File: config.mk
export PLATFORM = sky130hd
export DESIGN_NAME = muldiv_unit
export DESIGN_NICKNAME = d
export VERILOG_FILES = /design/src/rtl/muldiv_unit.sv
export SDC_FILE = /design/constraint.sdc
export NUM_CORES = 1
export LEC_CHECK = 0
export BUFFER_PORTS_ARGS = -buffer_cell sky130_fd_sc_hd__buf_2
export CAP_MARGIN = 25
export CORE_UTILIZATION = 25
export CTS_BUF_LIST = sky130_fd_sc_hd__clkbuf_8
export CTS_CLUSTER_SIZE = 28
export DETAILED_ROUTE_END_ITERATION = 10
export HOLD_SLACK_MARGIN = 0.15
export SLEW_MARGIN = 30
export SYNTH_ARGS = -nofsm -noshare
export SYNTH_HDL_FRONTEND = slang
export SYNTH_SLANG_ARGS = --single-unit
export TNS_END_PERCENT = 30
File: constraint.sdc
create_clock -name clk -period 12.7 [get_ports clk]
set_input_delay 0.635 -clock clk [delete_from_list [all_inputs] [get_ports clk]]
set_output_delay 0.635 -clock clk [all_outputs]
set_load 0.02 [all_outputs]
File: src/rtl/muldiv_unit.sv
// Iterative multiply/divide unit (MULT, MULTU, DIV, DIVU) with a start/busy/done handshake.
// Writes HI/LO and strobes zero/sign/ovf into the flags register on completion.
module muldiv_unit #(
   parameter int unsigned WIDTH = 32
) (
   input  logic             clk,
   input  logic             rst_n,
   input  logic             start,
   input  logic [1:0]       op,
   input  logic [WIDTH-1:0] a,
   input  logic [WIDTH-1:0] b,
   output logic             busy,
   output logic             done,
   output logic [WIDTH-1:0] hi,
   output logic [WIDTH-1:0] lo,
   output logic             flags_write,
   output logic             zero,
   output logic             sign,
   output logic             ovf,
   output logic             div_by_zero
);

   localparam int unsigned CNT_W = $clog2(WIDTH + 1);

   typedef enum logic [1:0] {IDLE, CALC, FIX, DONE} state_t;

   state_t             state_q, state_d;
   logic [CNT_W-1:0]   cnt_q, cnt_d;
   logic [1:0]         op_q, op_d;
   logic [WIDTH-1:0]   p_hi_q, p_hi_d;
   logic [WIDTH-1:0]   p_lo_q, p_lo_d;
   logic [WIDTH-1:0]   mcand_q, mcand_d;
   logic               neg_quo_q, neg_quo_d;
   logic               neg_rem_q, neg_rem_d;
   logic               dz_q, dz_d;
   logic               sovf_q, sovf_d;
   logic [WIDTH-1:0]   hi_q, hi_d;
   logic [WIDTH-1:0]   lo_q, lo_d;
   logic               busy_q, busy_d;
   logic               done_q, done_d;
   logic               zero_q, zero_d;
   logic               sign_q, sign_d;
   logic               ovf_q, ovf_d;
   logic               dbz_q, dbz_d;

   logic               sgn_op, a_neg, b_neg;
   logic [WIDTH-1:0]   a_mag, b_mag;
   logic [WIDTH:0]     add_sum, rem_sh, rem_diff;
   logic [2*WIDTH-1:0] prod, prod_fix;
   logic [WIDTH-1:0]   quo_fix, rem_fix;

   // Next-state and datapath
   always_comb begin
      state_d   = state_q;
      cnt_d     = cnt_q;
      op_d      = op_q;
      p_hi_d    = p_hi_q;
      p_lo_d    = p_lo_q;
      mcand_d   = mcand_q;
      neg_quo_d = neg_quo_q;
      neg_rem_d = neg_rem_q;
      dz_d      = dz_q;
      sovf_d    = sovf_q;
      hi_d      = hi_q;
      lo_d      = lo_q;
      zero_d    = zero_q;
      sign_d    = sign_q;
      ovf_d     = ovf_q;
      dbz_d     = dbz_q;
      busy_d    = 1'b0;
      done_d    = 1'b0;

      sgn_op = ~op[0];
      a_neg  = sgn_op & a[WIDTH-1];
      b_neg  = sgn_op & b[WIDTH-1];
      a_mag  = a_neg ? -a : a;
      b_mag  = b_neg ? -b : b;

      add_sum  = {1'b0, p_hi_q} + (p_lo_q[0] ? {1'b0, mcand_q} : '0);
      rem_sh   = {p_hi_q, p_lo_q[WIDTH-1]};
      rem_diff = rem_sh - {1'b0, mcand_q};

      prod     = {p_hi_q, p_lo_q};
      prod_fix = neg_quo_q ? -prod : prod;
      quo_fix  = dz_q ? '1 : (neg_quo_q ? -p_lo_q : p_lo_q);
      rem_fix  = neg_rem_q ? -p_hi_q : p_hi_q;

      unique case (state_q)
         IDLE: begin
            if (start) begin
               op_d      = op;
               neg_quo_d = a_neg ^ b_neg;
               neg_rem_d = a_neg;
               dz_d      = op[1] & (b == '0);
               sovf_d    = (op == 2'b10) & (a == {1'b1, {(WIDTH-1){1'b0}}}) & (b == '1);
               p_hi_d    = '0;
               p_lo_d    = op[1] ? a_mag : b_mag;
               mcand_d   = op[1] ? b_mag : a_mag;
               cnt_d     = CNT_W'(WIDTH);
               busy_d    = 1'b1;
               state_d   = CALC;
            end
         end
         CALC: begin
            busy_d = 1'b1;
            // One extra settle cycle after the last bit keeps latency fixed at WIDTH+2
            if (cnt_q == '0) begin
               state_d = FIX;
            end else begin
               cnt_d = cnt_q - CNT_W'(1);
               if (op_q[1]) begin
                  if (!rem_diff[WIDTH]) begin
                     p_hi_d = rem_diff[WIDTH-1:0];
                     p_lo_d = {p_lo_q[WIDTH-2:0], 1'b1};
                  end else begin
                     p_hi_d = rem_sh[WIDTH-1:0];
                     p_lo_d = {p_lo_q[WIDTH-2:0], 1'b0};
                  end
               end else begin
                  p_hi_d = add_sum[WIDTH:1];
                  p_lo_d = {add_sum[0], p_lo_q[WIDTH-1:1]};
               end
            end
         end
         FIX: begin
            state_d = DONE;
            done_d  = 1'b1;
            if (op_q[1]) begin
               hi_d   = rem_fix;
               lo_d   = quo_fix;
               zero_d = (quo_fix == '0);
               sign_d = quo_fix[WIDTH-1];
               ovf_d  = dz_q | sovf_q;
               dbz_d  = dz_q;
            end else begin
               hi_d   = prod_fix[2*WIDTH-1:WIDTH];
               lo_d   = prod_fix[WIDTH-1:0];
               zero_d = (prod_fix == '0);
               sign_d = prod_fix[2*WIDTH-1];
               ovf_d  = op_q[0] ? (prod_fix[2*WIDTH-1:WIDTH] != '0)
                                : (prod_fix[2*WIDTH-1:WIDTH] != {WIDTH{prod_fix[WIDTH-1]}});
               dbz_d  = 1'b0;
            end
         end
         DONE: begin
            state_d = IDLE;
         end
         default: begin
            state_d = IDLE;
         end
      endcase
   end

   always_ff @(posedge clk) begin
      if (!rst_n) begin
         state_q   <= IDLE;
         cnt_q     <= '0;
         op_q      <= '0;
         p_hi_q    <= '0;
         p_lo_q    <= '0;
         mcand_q   <= '0;
         neg_quo_q <= 1'b0;
         neg_rem_q <= 1'b0;
         dz_q      <= 1'b0;
         sovf_q    <= 1'b0;
         hi_q      <= '0;
         lo_q      <= '0;
         busy_q    <= 1'b0;
         done_q    <= 1'b0;
         zero_q    <= 1'b0;
         sign_q    <= 1'b0;
         ovf_q     <= 1'b0;
         dbz_q     <= 1'b0;
      end else begin
         state_q   <= state_d;
         cnt_q     <= cnt_d;
         op_q      <= op_d;
         p_hi_q    <= p_hi_d;
         p_lo_q    <= p_lo_d;
         mcand_q   <= mcand_d;
         neg_quo_q <= neg_quo_d;
         neg_rem_q <= neg_rem_d;
         dz_q      <= dz_d;
         sovf_q    <= sovf_d;
         hi_q      <= hi_d;
         lo_q      <= lo_d;
         busy_q    <= busy_d;
         done_q    <= done_d;
         zero_q    <= zero_d;
         sign_q    <= sign_d;
         ovf_q     <= ovf_d;
         dbz_q     <= dbz_d;
      end
   end

   assign busy        = busy_q;
   assign done        = done_q;
   assign flags_write = done_q;
   assign hi          = hi_q;
   assign lo          = lo_q;
   assign zero        = zero_q;
   assign sign        = sign_q;
   assign ovf         = ovf_q;
   assign div_by_zero = dbz_q;

endmodule
After elaboration in Yosys (flattened, before gate mapping)

Index checks and enable logic that the tools add are counted.

Add/sub/neg operators: 8
Equality and inequality tests: 10
Mux-type cells: 35
Bitwise logic cells: 8
Reduce and logical (&&, ||, !) cells: 10

Operator list:

| kind                   | number |
|---|---|
| $mux W32               | 17 |
| $neg A32 Y32           | 4 |
| $pmux W32 S2           | 2 |
| $eq A32 B32 Y1 const B | 2 |
| $logic_not A32 Y1      | 2 |
| $logic_not A64 Y1      | 1 |
| $mux W64               | 1 |
| $neg A64 Y64           | 1 |
| $add A32 B32 Y33       | 1 |
| $sub A33 B32 Y33       | 1 |
| $ne A32 B32 Y1         | 1 |
| $reduce_bool A32 Y1    | 1 |
| $mux W6                | 2 |
| $pmux W6 S2            | 1 |
| $mux W1                | 8 |
| $pmux W2 S4            | 1 |
| $eq A2 B2 Y1 const B   | 3 |
| $logic_not A6 Y1       | 1 |
| $ne A2 B2 Y1 const B   | 3 |
| $sub A6 B1 Y6 const B  | 1 |
| $and A1 B1 Y1          | 5 |
| $mux W2                | 2 |
| $reduce_and A2 Y1      | 2 |
| $reduce_and A3 Y1      | 1 |
| 7 further kinds        | 7 |

Register bits after elaboration: 180
Output and inout bits: 71
Logic and storage cells: 89

Longest topological paths before layout

Word-level depth: 6
Depth in mapped cells: 16

Worst setup path before layout

Ideal clock, no wire load.

Path kind: reg-to-reg
Start point: register p_lo_q[0]
End point: register ovf_q, in the netlist ovf
Data arrival time: 3.865 ns
Slack: 8.719 ns
Cell stages (with the launch flop): 16
Buffers on the path: 3
Cells stage by stage: dfxtp_1 > clkbuf_1 > inv_1 > clkbuf_1 > ha_1 > nor4b_2 > nand3_1 > or3_1 > buf_2 > o41ai_2 > xor2_1 > nand4_1 > or4_1 > nor4_4 > a22oi_1 > o211a_1

Cells in the longest elaborated chain, start to end: 5
Elaborated cells on any way between the ends: 6
Those cells by class: add/sub: 1; eq/ne: 1; mux: 3; reduce/logical: 1

Ends and longest elaborated chain:

| what                                                  | line     | RTL |
|---|---|---|
| from (decl)                                           | 31       | `logic [WIDTH-1:0] p_lo_q, p_lo_d;` |
| from (signal assigned)                                | 179      | `p_lo_q <= p_lo_d;` |
| $neg A64 Y64 (*)                                      | 84       | `prod_fix = neg_quo_q ? -prod : prod;` |
| $mux W64 (*)                                          | 84       |  |
| $ne A32 B32 Y1 or $reduce_bool A32 Y1 (tied branches) | 141, 140 |  |
| $mux W1 (*)                                           | 140      | `ovf_d = op_q[0] ? (prod_fix[2*WIDTH-1:WIDTH] != '0)` |
| $mux W1 (*)                                           | 128      | `if (op_q[1]) begin` |
| to (signal assigned)                                  | 191      | `ovf_q <= ovf_d;` |
| to (decl)                                             | 43       | `logic ovf_q, ovf_d;` |

Mark *: on every way between the ends. The rest lies on a longest branch, timed or not.
A chain may end at the register's enable or synchronous reset.

Final worst setup path

Ends and elaborated chain as after synthesis.

==> impl_metrics.toml <==
[outcome]
status = "completed"

[synthesis]
synthTopCellsByArea = "dfxtp_1, a21oi_1, ha_1"
avgSynthCellArea_um2 = 7.38
syn_nets = 2336
syn_inst = 2190
yosysWarnings = 0
synthFlopType = "dfxtp_1"
synth.top_cell.area_share_pct = 22.3
yosysSeqAreaShare_pct = 22.3
synth-seq-cells = 180
yosys.area.top_type = "dfxtp_1"
async_flop_share_pct = 0
synth_cell_types = 86
mappedNetlistArea_um2 = 16200
synth_edf_count = 0

[clock_tree]
ctsResizeCount = 0
ctsRootBufferMaster = "clkbuf_8"
cts_sinks = 180
htreeDepth = 4
cts_buffers = 17
postCtsSetupRepairBufs = 0
cts_tree = "done"
path_clk_slew_ps = 110
cts_buffer_depth = 2
cts_hold_buf = 0
insertion_delay_ps = 520

[critical_path]
critPathSlowestCell = "or3_1"
slowest_delay_ps = 650
worst_setup_path_end_kind = "flip-flop"
cp.arrival_ps = 5070
crit_required_ps = 13110
path_max_fanout = 32
worstPathCellList = "inv_1 > buf_4 > ha_1 > nor4b_2 > nand3_1 > or3_1 > o21ai_0 > xor2_1 > nand4_1 > or4_1 > nor4_4 > a22oi_1 > o211a_1"
path_class = "reg -> reg"
startpoint_type = "flip-flop"

[final_layout]
fillerInstances = 7006
layout_commonest_cell = "nor2_1"
seq_area_um2 = 3610
areaGrowthSynthToFinish_pct = 10.1
fin_nets = 2355
final_cell_mix = "nor2_1, a21oi_1, o21ai_0"
multi_input_area_um2 = 11500
final_layout_size_suffix_gt1_share_pct = 12.1

[global_routing]
track_usage_pct = 17.3
grt_pass1_vias = 14900
met1_usage_pct = 23.4
grt_max_degree = 93
grt-ovfl-total = 0
grt.met2_usage_pct = 28.3
grt_pass1_wl_um = 89500
top_usage_layer = "met2"
grtUsageMet3_pct = 2.30
antenna_found_initial = 1

[floorplanning]
die_h_um = 256
start_util_pct = 25.5
row_count = 92
die_area_um2 = 65700
die_x_um = 256
coreArea_um2 = 63400
num_io_pins = 140

[power_and_ir_drop]
design_power_total_w = 0.00330
ir_worst_vdd_v = 0.0000877
power_leakage_nw = 7.08
power_density_nw_per_um2 = 186

[route]
num_vias = 16200
wl_per_cell_um = 19.1
postRouteAntennaNets = 0
first_pass_iters = 5
remaining_drc_errors = 0
vias_per_cell = 5.29
drtIter0Drc = 1456
totalWireLength_um = 58600

[place]
dp_hpwl_um = 44700
gp_congestion = 0.949
portBuffers = 139

[sta]
max_slew_margin_pct = 45.8
fin_crit_ps = 4660
rsz0062_at_grt = "false"
finalCritPeriodShare_pct = 36.7
finalSetupViolCount = 0
hold_viol = 0
hold_ws_ps = 457
setup_tns_ps = 0
clock_skew_ps = 25.2
worst_slew_pin_slew_ps = 808
fmax_ghz = 0.215
slew_viol_final = 0

[job]
max_cap_viol_count = 0

[worst_hold_path]
hp-class = "reg -> reg"
==> layout make-up <==
type / instances / area share, %
Timing Repair Buffer: 165 / 5.12
Tap cell: 846 / 5.95
Antenna cell: 1 / 0.0141
Multi-Input combinational cell: 1767 / 64.8
Inverter: 78 / 1.64
Clock inverter: 15 / 0.914
Clock buffer: 17 / 1.31
Sequential cell: 180 / 20.3
==> sequential cells by signal (all words and copies together) (netlist names), 2 cells and up <==
signal and cells:
lo 32, hi 32, mcand_q 32, p_hi_q 32, state_q 2, p_lo_q 32, op_q 2, cnt_q 6
==> synth_stat cells (24+ instances only) <==
cell type	instances
nor2_1	239
a21oi_1	210
o21ai_0	185
dfxtp_1	180
nand2_1	175
clkbuf_1	123
xnor2_1	104
xor2_1	101
mux2i_1	76
ha_1	75
inv_1	75
nor3_1	66
a211oi_1	64
a21o_1	48
nand3_1	36
o31ai_1	28
nand4_1	25
mux2_2	24
==> per-stage QoR <==
stage / worst slack (ps) / instance area [um2] / utilization [%] / cells
CTS: 8040 / 17800 / 28.1 / 3068
global route: 7710 / 17800 / 28.1 / 3069
detailed placement: 8090 / 17400 / 27.4 / 3036
finish: 8040 / 17800 / 28.1 / 3069
floorplan: 8720 / 16200 / - / 2190
global placement: 8150 / 17400 / 27.4 / 3035
==> report_power, final <==
part | internal (W) | switching, W | leakage, nW
Sequential | 0.000707 | 0.000214 | 1.47
Clock | 0.000148 | 0.000261 | 0.195
Combinational | 0.000719 | 0.00125 | 5.42
Total | 0.00157 | 0.00173 | 7.08
==> worst max-delay path: cells and delay by family (launching register included) <==
| family | cells | cell delay (ps) |
|---|---|---|
| fa+ha+maj | 1 | 380 |
| flops | 1 | 410 |
| xor+xnor | 1 | 240 |
| compound gates | 3 | 820 |
| buf+inv | 2 | 420 |
| simple gates | 6 | 2280 |
==> cells by family after synthesis <==
| kind of cell | after synthesis | share of synthesized area (%) |
|---|---|---|
| compound gates | 688 | 26.5 |
| buf+inv | 243 | 6.61 |
| flops | 180 | 22.3 |
| xor+xnor | 205 | 11.1 |
| mux | 100 | 6.38 |
| fa+ha+maj | 77 | 6.05 |
| simple gates | 697 | 21.0 |
==> worst paths after layout <==
kind | cells past startpoint | slack [ps] | start | to
worst max-delay path | 13 | 8040 | p_lo_q[0]$_SDFFE_PN0P_ | ovf$_SDFFE_PN0P_
worst min register to register | 2 | 460 | mcand_q[17]$_SDFFE_PN0P_ | mcand_q[17]$_SDFFE_PN0P_
worst min-delay path | 2 | 460 | mcand_q[17]$_SDFFE_PN0P_ | mcand_q[17]$_SDFFE_PN0P_
worst max register to register | 13 | 8040 | p_lo_q[0]$_SDFFE_PN0P_ | ovf$_SDFFE_PN0P_
==> metal layers <==
metal  up-vias  share of wire (%)
met5         -                  0
met4         0                2.6
met3        69                6.5
met2       573                 46
met1      7667                 45
li1       7911                  -
Power figures use the tool's default switching activity.
